**config.mk**
```make
export PLATFORM = sky130hd
export DESIGN_NAME = uart_rx_stream_driver
export DESIGN_NICKNAME = d
export VERILOG_FILES = /design/src/rtl/uart_rx_stream_driver_pkg.sv /design/src/rtl/uart_rx_stream_driver_sync_byte_fifo.sv /design/src/rtl/uart_rx_stream_driver.sv
export SDC_FILE = /design/constraint.sdc
export NUM_CORES = 1
export LEC_CHECK = 0
export CORE_ASPECT_RATIO = 0.7
export CORE_MARGIN = 2
export CORE_UTILIZATION = 64
export DETAILED_ROUTE_END_ITERATION = 7
export PLACE_DENSITY = 0.93
export SYNTH_ARGS = -nofsm -noshare
export SYNTH_HDL_FRONTEND = slang
export SYNTH_HIERARCHICAL = 1
export SYNTH_SLANG_ARGS = --single-unit
```
**constraint.sdc**
```tcl
create_clock -name clk -period 3.8 [get_ports clk]
set_clock_uncertainty 0.2 [all_clocks]
set_input_delay 0.95 -clock clk [delete_from_list [all_inputs] [get_ports clk]]
set_output_delay 0.95 -clock clk [all_outputs]
set_load 0.1 [all_outputs]
```
**src/rtl/uart_rx_stream_driver_pkg.sv**
```systemverilog
// rtl/uart_rx_stream_driver_pkg.sv - shared constants, receiver states and clog2 helper
package uart_rx_stream_driver_pkg;

  localparam int BYTE_LEN = 8;

  typedef enum logic [2:0] {
    S_IDLE,
    S_DATA,
    S_PARITY,
    S_STOP,
    S_BREAK_WAIT
  } rx_state_e;

  function automatic int clog2(input int value);
    int r;
    r = 0;
    while ((1 << r) < value) r++;
    return r;
  endfunction

endpackage

```
**src/rtl/uart_rx_stream_driver_sync_byte_fifo.sv**
```systemverilog
// rtl/uart_rx_stream_driver_sync_byte_fifo.sv - byte FIFO with registered read port
module sync_byte_fifo
  import uart_rx_stream_driver_pkg::*;
#(
  parameter int DEPTH = 4
) (
  input  logic                clk,
  input  logic                reset,
  input  logic                push,
  input  logic [BYTE_LEN-1:0] wdata,
  input  logic                pop,
  output logic [BYTE_LEN-1:0] rdata,
  output logic                full,
  output logic                empty
);
  localparam int AW = clog2(DEPTH);

  logic [BYTE_LEN-1:0] mem [DEPTH];
  logic [AW-1:0]       wptr;
  logic [AW-1:0]       rptr;
  logic [AW:0]         count;
  logic                do_push;
  logic                do_pop;

  assign full    = (count == (AW+1)'(DEPTH));
  assign empty   = (count == '0);
  assign do_pop  = pop && !empty;
  // A pop in the same cycle frees the slot, so a push into a full FIFO still lands.
  assign do_push = push && (!full || do_pop);

  always_ff @(posedge clk or negedge reset) begin
    if (!reset) begin
      wptr  <= '0;
      rptr  <= '0;
      count <= '0;
      rdata <= '0;
    end else begin
      if (do_push) wptr <= wptr + 1'b1;
      if (do_pop) begin
        rptr  <= rptr + 1'b1;
        rdata <= mem[rptr];
      end
      count <= count + (AW+1)'(do_push) - (AW+1)'(do_pop);
    end
  end

  always_ff @(posedge clk) begin
    if (do_push) mem[wptr] <= wdata;
  end

endmodule

```
**src/rtl/uart_rx_stream_driver.sv**
```systemverilog
// rtl/uart_rx_stream_driver.sv - 8N1 UART receiver feeding a byte stream with error pulses
// Define UART_RX_PARITY_EN for 8E1 frames with parity_err reporting.
module uart_rx_stream_driver
  import uart_rx_stream_driver_pkg::*;
#(
  parameter int CYCLES_PER_BIT = 10,
  parameter int FIFO_DEPTH     = 4
) (
  input  logic                clk,
  input  logic                reset,
  input  logic                rxd,
  input  logic                downstream_rdy,
  output logic [BYTE_LEN-1:0] out,
  output logic                outclk,
  output logic                frame_err,
  output logic                overflow,
  output logic                parity_err
);
  localparam int HALF = CYCLES_PER_BIT / 2;
  localparam int CW   = clog2(CYCLES_PER_BIT);

  rx_state_e           state;
  logic                rxd_m;
  logic                rxd_s;
  logic [CW-1:0]       low_cnt;
  logic [CW-1:0]       cyc_cnt;
  logic [3:0]          bit_cnt;
  logic [BYTE_LEN-1:0] shreg;
  logic                bit_centre;
  logic                stop_bad;
  logic                stop_good;
  logic                fifo_push;
  logic                fifo_pop;
  logic                fifo_full;
  logic                fifo_empty;

`ifdef UART_RX_PARITY_EN
  logic par_bad;
  assign stop_bad = par_bad;
`else
  assign stop_bad = 1'b0;
`endif

  // Synchronizer resets high so a reset never looks like a start bit.
  always_ff @(posedge clk or negedge reset) begin
    if (!reset) begin
      rxd_m <= 1'b1;
      rxd_s <= 1'b1;
    end else begin
      rxd_m <= rxd;
      rxd_s <= rxd_m;
    end
  end

  assign bit_centre = (cyc_cnt == CW'(CYCLES_PER_BIT - 1));
  assign stop_good  = (state == S_STOP) && bit_centre && rxd_s && !stop_bad;
  assign fifo_pop   = !fifo_empty && downstream_rdy;
  assign fifo_push  = stop_good && (!fifo_full || fifo_pop);

  always_ff @(posedge clk or negedge reset) begin
    if (!reset) begin
      state      <= S_IDLE;
      low_cnt    <= '0;
      cyc_cnt    <= '0;
      bit_cnt    <= '0;
      shreg      <= '0;
      frame_err  <= 1'b0;
      overflow   <= 1'b0;
      parity_err <= 1'b0;
`ifdef UART_RX_PARITY_EN
      par_bad    <= 1'b0;
`endif
    end else begin
      frame_err  <= 1'b0;
      overflow   <= 1'b0;
      parity_err <= 1'b0;
      case (state)
        S_IDLE: begin
          if (rxd_s) begin
            low_cnt <= '0;
          end else if (low_cnt == CW'(HALF - 1)) begin
            state   <= S_DATA;
            low_cnt <= '0;
            cyc_cnt <= '0;
            bit_cnt <= '0;
          end else begin
            low_cnt <= low_cnt + 1'b1;
          end
        end
        S_DATA: begin
          if (bit_centre) begin
            cyc_cnt <= '0;
            shreg   <= {rxd_s, shreg[BYTE_LEN-1:1]};
            bit_cnt <= bit_cnt + 1'b1;
            if (bit_cnt == 4'(BYTE_LEN - 1)) begin
`ifdef UART_RX_PARITY_EN
              state <= S_PARITY;
`else
              state <= S_STOP;
`endif
            end
          end else begin
            cyc_cnt <= cyc_cnt + 1'b1;
          end
        end
`ifdef UART_RX_PARITY_EN
        S_PARITY: begin
          if (bit_centre) begin
            cyc_cnt <= '0;
            par_bad <= (^shreg) ^ rxd_s;
            state   <= S_STOP;
          end else begin
            cyc_cnt <= cyc_cnt + 1'b1;
          end
        end
`endif
        S_STOP: begin
          if (bit_centre) begin
            cyc_cnt <= '0;
            if (!rxd_s) begin
              frame_err <= 1'b1;
              state     <= S_BREAK_WAIT;
            end else begin
              state   <= S_IDLE;
              low_cnt <= '0;
              if (stop_bad)
                parity_err <= 1'b1;
              else if (fifo_full && !fifo_pop)
                overflow <= 1'b1;
            end
          end else begin
            cyc_cnt <= cyc_cnt + 1'b1;
          end
        end
        S_BREAK_WAIT: begin
          if (rxd_s) begin
            state   <= S_IDLE;
            low_cnt <= '0;
          end
        end
        default: state <= S_IDLE;
      endcase
    end
  end

  always_ff @(posedge clk or negedge reset) begin
    if (!reset) outclk <= 1'b0;
    else        outclk <= fifo_pop;
  end

  sync_byte_fifo #(
    .DEPTH(FIFO_DEPTH)
  ) u_fifo (
    .clk   (clk),
    .reset (reset),
    .push  (fifo_push),
    .wdata (shreg),
    .pop   (fifo_pop),
    .rdata (out),
    .full  (fifo_full),
    .empty (fifo_empty)
  );

endmodule

```
==> results of run 1 <==
## placed cells by master, fill, tap and decap left out, drive strengths merged, types with 8 or more instances in the layout
master	count
ha	10
nor2	11
nand2	33
inv	13
edfxtp	32
mux2	9
mux4	8
o21ai	8
dfrtp	41
clkbuf	10
buf	11
## logic make-up after synthesis
logic type | share of synthesized area (%)
adder cells (fa/ha/maj) | 4.47
AO/OA/AOI/OAI | 7.32
flip-flops | 62.8
multiplexers | 8.67
other | 0.116
XOR/XNOR | 1.35
AND/OR/NAND/NOR | 11.8
buffers and inverters | 3.47
## metal layers
metal / vias to the layer above / track usage [%] / wire [um]
met5: - / 0 / 0
met4: 0 / 9.33 / 91
met3: 9 / 7.08 / 353
met2: 68 / 36.7 / 2900
met1: 967 / 33.9 / 2680
li1: 889 / - / -
## cell usage after synthesis (5+ instances only)
cell type / instances / share of area [%]
nand2_1: 33 / 3.8
mux2_2: 9 / 3.1
inv_1: 13 / 1.5
dfrtp_1: 41 / 32
nor2_1: 11 / 1.3
and2_1: 5 / 0.96
nand3_1: 5 / 0.77
o21ai_0: 8 / 1.2
ha_1: 10 / 3.9
a21oi_1: 6 / 0.93
mux4_2: 8 / 5.6
edfxtp_1: 32 / 30
## how the worst min path moves through the flow
| stage | end | cells after the start | start | slack (ns) |
|---|---|---|---|---|
| floorplan | rxd_s$_DFF_PN1_ | 0 | rxd_m$_DFF_PN1_ | 0.15 |
| global placement | rxd_s$_DFF_PN1_ | 0 | rxd_m$_DFF_PN1_ | 0.15 |
| detailed placement | rxd_s$_DFF_PN1_ | 0 | rxd_m$_DFF_PN1_ | 0.15 |
| CTS | rxd_s$_DFF_PN1_ | 0 | rxd_m$_DFF_PN1_ | 0.17 |
| global route | rxd_s$_DFF_PN1_ | 0 | rxd_m$_DFF_PN1_ | 0.17 |
| finish | rxd_s$_DFF_PN1_ | 0 | rxd_m$_DFF_PN1_ | 0.16 |
## through the flow
| step | hold WS, ns | worst slack, ns | std cells |
|---|---|---|---|
| after CTS | 0.165 | 0.611 | 329 |
| after detailed placement | 0.154 | 0.365 | 313 |
| after global routing | 0.167 | 0.415 | 329 |
| after global placement | 0.145 | 0.539 | 313 |
| after floorplan | 0.145 | 1.06 | 238 |
| final | 0.161 | 0.556 | 329 |
## flip-flops by register name, summed over array words and instances (netlist names)
register / count
u_fifo/wptr: 2
rxd_m: 1
overflow: 1
frame_err: 1
low_cnt: 4
u_fifo/rptr: 2
u_fifo/rdata: 8
outclk: 1
rxd_s: 1
state: 3
shreg: 8
u_fifo/count: 3
u_fifo/mem: 32
bit_cnt: 4
cyc_cnt: 4
## report_power, final
group	internal [W]	total, W	switching [W]	leakage [nW]
clock	0.000432	0.000703	0.000271	0.118
combinational	0.000339	0.000970	0.000631	0.564
sequential	0.00103	0.00126	0.000223	0.805
total	0.00180	0.00293	0.00113	1.49
## cell type report
type                       count  area share (%)
multi-input combinational    142            30.3
timing repair buffer          14            3.05
clock buffer                  10            3.54
clock inverter                 6            2.88
tap                           69            2.39
sequential                    75            56.5
inverter                      13            1.35
==> metrics.md, run 1 <==
| Metric | Value |
|---|---|
| Status | `complete, no violations` |
| Drt first pass iters | `4` |
| Sequential element share of the synthesized area | `62.8%` |
| Initial antenna violation count | `0` |
| CTS tree | `done` |
| Initial core utilization | `67.1%` |
| Slew @ Worst Pin | `1.00 ns` |
| Worst setup EP type | `flip-flop` |
| Rows | `21` |
| FF+latch area | `0.00204 sq mm` |
| Min-Delay Path Class | `flip-flop to flip-flop` |
| Setup CP Type | `flip-flop to flip-flop` |
| Nets | `270` |
| Htree depth | `3` |
| Period minus WS final | `3.24 ns` |
| Maximum net fanout on the critical path | `7` |
| Vias | `1933` |
| Max VDD drop | `0.373 mV` |
| Final max-slew violation count | `0` |
| Vias in the first global route | `1967` |
| Post-synth top flop | `dfrtp_1` |
| Grt ovf | `0` |
| Netlist Area Pre-Place | `0.00325 sq mm` |
| FF+latch count, synth | `75` |
| Number of vias per cell | `5.88` |
| CP Launch Point | `cyc_cnt[1]$_DFFE_PN0P_` |
| Routed wire per std cell | `18.3 um` |
| Post-CTS Hold Fix Bufs | `0` |
| Largest net degree at the start of global routing | `44` |
| Count of cell types in the netlist | `50` |
| RD Place Congestion | `0.762` |
| Layout cells sized above 1 | `20.4%` |
| Post-CTS setup buffer count | `0` |
| CTS Sinks | `75` |
| Post-Route WL | `6.02 mm` |
| Final core occ | `74.7%` |
| Synth Warn # | `6` |
| R2R depth | `12` |
| Area Growth Syn to Fin | `11.2%` |
| Final setup TNS | `0 ns` |
| Drt initial violations | `168` |
| MaxCap Viol Count | `0` |
| Maximum clock frequency | `308 MHz` |
| Critical-path cell list | `inv_1 -> ha_1 -> and3b_1 -> nand4_1 -> a21oi_1 -> a21boi_2 -> a21o_1 -> ha_1 -> inv_1 -> fa_1 -> xnor2_1 -> xnor2_1` |
| Final number of setup-violating endpoints | `0` |
| Dpl cell area | `0.00338 sq mm` |
| Multi-input logic area | `0.00109 sq mm` |
| Clk root buf | `clkbuf_8` |
| Synth async-reset ratio | `57.3%` |
| Total power | `0.00293 W` |
| Crit path depth | `12` |
| Placed wire-length estimate | `4.09 mm` |
| CP max stage delay | `0.41 ns` |
| Worst-Skew Late Latency | `0.34 ns` |
| RSZ-0062 raised after global routing | `no` |
| WP data arrival | `3.30 ns` |
| Input/output buffers | `14` |
| Final period utilization | `85.4%` |
| Critical path destination | `u_fifo/count[2]$_DFF_PN0_` |
| Die area | `0.00567 sq mm` |
| Die Wd | `89.1 um` |
| Slowest-stage cell, CP | `dfrtp_1` |
| GRT Total Usage | `24.4%` |
| Critical Path RT | `3.86 ns` |
| PostCTS Resize Cnt | `0` |
| Post-route antenna net violation count | `0` |
| DRC viols | `0` |
| Cell count after synthesis | `238` |
| Post-synth EDFFs | `32` |
| P per Cell Area | `811 mW/mm^2` |
| Max Root-Sink Buffers | `2` |
| Startpoint Class | `flip-flop` |
| Reg-to-Reg End | `u_fifo/count[2]$_DFF_PN0_` |
| Die Span Y | `63.6 um` |
| Core ar. | `0.00483 sq mm` |
| I/O Pins | `16` |
| Slew HR | `32.9%` |
| FF-to-FF Start | `cyc_cnt[1]$_DFFE_PN0P_` |
| Global-route wire length before repair | `9.99 mm` |
| Leak | `1.49 nW` |
| CTS Buf Count | `9` |
| # diodes | `0` |
| Mean post-synth cell area | `13.6 sq um` |
| Flop2flop setup slack | `0.56 ns` |
| Clock transition at the registers of the reported paths | `0.07 ns` |
| Worst Path Buf+Inv | `2` |
| Mapped Nets | `253` |
| Post-Layout Inst Area | `0.00361 sq mm` |
| Fillers | `297` |
| Final hold viol count | `0` |
| Top delay family on crit path | `compound AO/OA/AOI/OAI gates` |
(Power assumes the default switching activity.)
==> run 2: changes to the inputs <==
--- a/config.mk
+++ b/config.mk
@@ -9,6 +9,7 @@
 export CORE_MARGIN = 2
 export CORE_UTILIZATION = 64
 export DETAILED_ROUTE_END_ITERATION = 7
+export GPL_TIMING_DRIVEN = 0
 export PLACE_DENSITY = 0.93
 export SYNTH_ARGS = -nofsm -noshare
 export SYNTH_HDL_FRONTEND = slang
==> metrics.md, run 2 (synthesized netlist as in run 1, its figures left out) <==
| Metric | Value |
|---|---|
| Status | `complete, no violations` |
| Die area | `0.00567 sq mm` |
| CTS Buf Count | `9` |
| Period minus WS final | `3.19 ns` |
| I/O Pins | `16` |
| Most common cell after layout, fill and taps aside | `dfrtp_1` |
| Final period utilization | `83.9%` |
| Initial core utilization | `67.1%` |
| Final number of setup-violating endpoints | `0` |
| Clock transition at the registers of the reported paths | `0.08 ns` |
| # diodes | `0` |
| Vias | `2034` |
| Die Span Y | `63.6 um` |
| Input/output buffers | `14` |
| Area Growth Syn to Fin | `14.4%` |
| Hold WS | `0.156 ns` |
| Post-CTS setup buffer count | `0` |
| Final setup TNS | `0 ns` |
| Critical Path RT | `3.88 ns` |
| Global-route wire length before repair | `11.1 mm` |
| CP max stage delay | `0.40 ns` |
| Final hold viol count | `0` |
| Core ar. | `0.00483 sq mm` |
| Clk root buf | `clkbuf_8` |
| P per Cell Area | `792 mW/mm^2` |
| Most frequent cells in the layout | `41 x dfrtp_1, 33 x nand2_1, 32 x edfxtp_1` |
| Htree depth | `3` |
| Initial antenna violation count | `0` |
| GRT Total Usage | `27.3%` |
| DRC viols | `0` |
| Maximum net fanout on the critical path | `7` |
| CTS tree | `done` |
| Post-route antenna net violation count | `0` |
| Max Root-Sink Buffers | `2` |
| Rows | `21` |
| Leak | `1.51 nW` |
| PostCTS Resize Cnt | `0` |
| Vias in the first global route | `2161` |
| Worst Hold Depth | `0` |
| WP data arrival | `3.27 ns` |
| Drt initial violations | `210` |
| Max FFs per register | `32` |
| Post-Route WL | `6.48 mm` |
| Routed wire per std cell | `19.2 um` |
| Die Wd | `89.1 um` |
| Regs by FF count | `u_fifo/mem: 32 flops, shreg: 8 flops, u_fifo/rdata: 8 flops` |
| Maximum clock frequency | `314 MHz` |
| Min-Delay Path Class | `flip-flop to flip-flop` |
| MaxCap Viol Count | `0` |
| Post-CTS Hold Fix Bufs | `0` |
| R2R depth | `12` |
| Nets | `279` |
| CTS Sinks | `75` |
| Slew @ Worst Pin | `0.999 ns` |
| Placed wire-length estimate | `4.14 mm` |
| Slew HR | `33.2%` |
| Final max-slew violation count | `0` |
| RSZ-0062 raised after global routing | `no` |
| Grt ovf | `0` |
| Setup CP Type | `flip-flop to flip-flop` |
| Max VDD drop | `0.378 mV` |
| Slowest-stage cell, CP | `dfrtp_1` |
| RD Place Congestion | `0.891` |
| Drt first pass iters | `5` |
| Number of vias per cell | `6.02` |
| Layout cells sized above 1 | `19.0%` |
| Critical-path cell list | `inv_1 -> ha_1 -> and3b_1 -> nand4_1 -> a21oi_1 -> a21boi_2 -> a21o_1 -> ha_1 -> inv_1 -> fa_1 -> xnor2_1 -> xnor2_1` |
| Worst-Skew Late Latency | `0.36 ns` |
| Startpoint Class | `flip-flop` |
| Worst setup EP type | `flip-flop` |
| Largest net degree at the start of global routing | `23` |
| Biggest register | `u_fifo/mem` |
[run 2: final cells by class]
type | count | area (sq um)
buffer | 8 | 63.8
clock buffer | 10 | 128
clock inverter | 6 | 90.1
fill | 266 | 1120
inverter | 13 | 48.8
multi-input combinational | 142 | 1090
sequential | 75 | 2040
tap | 69 | 86.3
timing repair buffer | 15 | 163
[run 2: layer usage]
metal	global-route usage [%]	vias up	part of all wire, %
met1	36.9	1009	41
met4	11.6	0	2.5
met5	0	-	0
li1	-	904	-
met3	9.83	20	8.0
met2	40.4	101	48
[run 2: power breakdown]
group	internal, W	switching, W
sequential	0.00103	0.000173
clock	0.000371	0.000294
combinational	0.000382	0.000689
[run 2: critical path: cells and delay by family (launching register included)]
family | cells | cell delay (ns)
compound gates | 3 | 0.80
xor+xnor | 2 | 0.34
fa+ha+maj | 3 | 0.69
buf+inv | 2 | 0.13
flops | 1 | 0.40
simple gates | 2 | 0.56
[run 2: stage by stage]
step                      std cells  area, sq um  setup WS, ns  power [W]  util, %
final                           338         3710         0.613    0.00294     76.8
after floorplan                 238         3250          1.06    0.00200        -
after detailed placement        322         3490         0.317    0.00227     72.3
after global routing            338         3710         0.378    0.00309     76.8
after global placement          321         3470         0.458    0.00221     71.8
after CTS                       338         3710         0.609    0.00295     76.8
[run 2: final timing paths]
path | startpoint | to | slack [ns]
setup reg to reg | cyc_cnt[1]$_DFFE_PN0P_ | u_fifo/count[2]$_DFF_PN0_ | 0.61
max in group asynchronous | reset | rxd_s$_DFF_PN1_ | 2.43
hold reg to reg | rxd_m$_DFF_PN1_ | rxd_s$_DFF_PN1_ | 0.16
hold / removal | rxd_m$_DFF_PN1_ | rxd_s$_DFF_PN1_ | 0.16
min in group asynchronous | reset | bit_cnt[3]$_DFFE_PN0P_ | 0.38
setup / recovery | cyc_cnt[1]$_DFFE_PN0P_ | u_fifo/count[2]$_DFF_PN0_ | 0.61
==> run 3: changes to the inputs <==
--- a/config.mk
+++ b/config.mk
@@ -7,10 +7,10 @@
 export LEC_CHECK = 0
 export CORE_ASPECT_RATIO = 0.7
 export CORE_MARGIN = 2
-export CORE_UTILIZATION = 64
+export CORE_UTILIZATION = 53
 export DETAILED_ROUTE_END_ITERATION = 7
 export GPL_TIMING_DRIVEN = 0
-export PLACE_DENSITY = 0.93
+export PLACE_DENSITY = 0.83
 export SYNTH_ARGS = -nofsm -noshare
 export SYNTH_HDL_FRONTEND = slang
 export SYNTH_HIERARCHICAL = 1
==> constraint.sdc (replaced) <==
create_clock -name clk -period 2.91 [get_ports clk]
set_clock_uncertainty 0.2 [all_clocks]
set_input_delay 0.7275 -clock clk [delete_from_list [all_inputs] [get_ports clk]]
set_output_delay 0.7275 -clock clk [all_outputs]
set_load 0.1 [all_outputs]
==> metrics.md, run 3 (synthesized netlist as in run 1, its figures left out) <==
| Metric | Value |
|---|---|
| Most frequent cells in the layout | `41 x dfrtp_1, 33 x nand2_1, 32 x edfxtp_1` |
| Vias | `1902` |
| Core ar. | `0.00581 sq mm` |
| RD Place Congestion | `0.793` |
| Final hold viol count | `0` |
| Place WS | `-0.264 ns` |
| Die area | `0.00678 sq mm` |
| Die Span Y | `69.5 um` |
| Initial antenna violation count | `0` |
| Final max-slew violation count | `0` |
| Post-Layout Inst Area | `0.00373 sq mm` |
| Drt initial violations | `73` |
| Most common cell after layout, fill and taps aside | `dfrtp_1` |
| Die Wd | `97.5 um` |
| Post-route antenna net violation count | `0` |
| Vias in the first global route | `1904` |
| DRC viols | `0` |
| MaxCap Viol Count | `0` |
| Setup CP Type | `flip-flop to output pin` |
| Routed wire per std cell | `15.3 um` |
| Slew @ Worst Pin | `0.984 ns` |
| Reg-to-Reg End | `u_fifo/count[2]$_DFF_PN0_` |
| Global-route wire length before repair | `9.19 mm` |
| Biggest register | `u_fifo/mem` |
| GRT Total Usage | `17.4%` |
| Critical-path cell list | `clkdlybuf4s50_1` |
| Grt ovf | `0` |
| Critical Path RT | `1.98 ns` |
| Nets | `284` |
| Post-CTS Hold Fix Bufs | `0` |
| WP data arrival | `1.84 ns` |
| Final period utilization | `95.3%` |
| Post-Route WL | `5.34 mm` |
| Final number of setup-violating endpoints | `0` |
| Input/output buffers | `14` |
| Clock transition at the registers of the reported paths | `0.08 ns` |
| Worst setup margin | `0.138 ns` |
| Slew HR | `34.2%` |
| Status | `complete, no violations` |
| Max FFs per register | `32` |
| Top delay family on crit path | `buffers and inverters` |
| Maximum clock frequency | `361 MHz` |
| Flop2flop setup slack | `0.17 ns` |
| FF-to-FF Start | `state[2]$_DFFE_PN0P_` |
| Worst setup EP type | `output pin` |
| Final setup TNS | `0 ns` |
| P per Cell Area | `975 mW/mm^2` |
| RSZ-0062 raised after global routing | `no` |
| # diodes | `0` |
| Clk root buf | `clkbuf_8` |
| CTS Buf Count | `9` |
| Number of vias per cell | `5.45` |
| Startpoint Class | `flip-flop` |
| Drt first pass iters | `5` |
| Area Growth Syn to Fin | `15.0%` |
| CTS tree | `done` |
| Min-Delay Path Class | `primary input to asynchronous set/reset pin` |
| Slowest-stage cell, CP | `clkdlybuf4s50_1` |
| Max VDD drop | `0.405 mV` |
| Placed wire-length estimate | `3.65 mm` |
| R2R depth | `11` |
| Max Root-Sink Buffers | `2` |
| Period minus WS final | `2.77 ns` |
| Htree depth | `3` |
| Worst-Skew Late Latency | `0.34 ns` |
| CTS Sinks | `75` |
| Initial core utilization | `55.8%` |
| Leak | `1.51 nW` |
| Maximum net fanout on the critical path | `2` |
| CP max stage delay | `1.15 ns` |
| Worst Path Buf+Inv | `1` |
| I/O Pins | `16` |
| Rows | `23` |
| Fillers | `439` |
| Dpl cell area | `0.00349 sq mm` |
| Largest net degree at the start of global routing | `29` |
| Regs by FF count | `u_fifo/mem: 32 flops, shreg: 8 flops, u_fifo/rdata: 8 flops` |
| Layout cells sized above 1 | `23.0%` |
==> run 3: layer usage <==
metal	vias up	global-route usage, %	share of wire (%)	wire length, um
met3	7	4.23	4.3	231
li1	916	-	-	-
met2	43	26.1	45	2410
met4	0	6.64	1.5	78
met1	936	24.7	49	2620
met5	-	0	0	0
==> run 3: report_power, final <==
part	total [W]	internal, W	switching (W)
clock	0.000693	0.000313	0.000380
combinational	0.00140	0.000517	0.000879
sequential	0.00155	0.00135	0.000202
total	0.00364	0.00218	0.00146
==> run 3: layout make-up <==
| type | instances | area (sq um) | area share, % |
|---|---|---|---|
| buffer | 8 | 63.8 | 1.71 |
| sequential | 75 | 2040 | 54.6 |
| timing repair buffer | 20 | 193 | 5.16 |
| multi-input combinational | 142 | 1120 | 30.0 |
| tap | 75 | 93.8 | 2.51 |
| clock buffer | 9 | 124 | 3.32 |
| inverter | 13 | 48.8 | 1.31 |
| clock inverter | 7 | 52.6 | 1.41 |
==> run 3: worst max path at each step <==
stage                                start                        end  slack (ns)  cells after the start
6_report       u_fifo/rdata[3]$_DFFE_PN0N_                     out[3]        0.14                      1
2_1_floorplan       cyc_cnt[1]$_DFFE_PN0P_  u_fifo/count[2]$_DFF_PN0_        0.26                     12
3_3_place_gp                downstream_rdy  u_fifo/count[2]$_DFF_PN0_       -0.23                     12
4_1_cts             cyc_cnt[1]$_DFFE_PN0P_  u_fifo/count[2]$_DFF_PN0_        0.02                     12
5_1_grt             cyc_cnt[1]$_DFFE_PN0P_  u_fifo/count[2]$_DFF_PN0_       0.003                     12
3_5_place_dp                downstream_rdy  u_fifo/count[2]$_DFF_PN0_       -0.26                     12
==> run 3: stage by stage <==
| stage | total power [W] | utilization, % | cells | hold WS (ns) |
|---|---|---|---|---|
| 6_report | 0.00364 | 64.2 | 349 | 0.0954 |
| 5_1_grt | 0.00387 | 64.2 | 349 | 0.123 |
| 4_1_cts | 0.00365 | 63.4 | 345 | 0.0930 |
| 3_5_place_dp | 0.00294 | 60.1 | 328 | 0.150 |
| 3_3_place_gp | 0.00289 | 59.9 | 327 | 0.146 |
| 2_1_floorplan | 0.00261 | - | 238 | 0.145 |
==> run 3: repair_timing <==
item / in CTS / in global routing
endpoints found under the setup margin: 1 / 2
setup buffers: 1 / 4
gates resized for setup: 1 / 7
pin swaps: 1 / 2
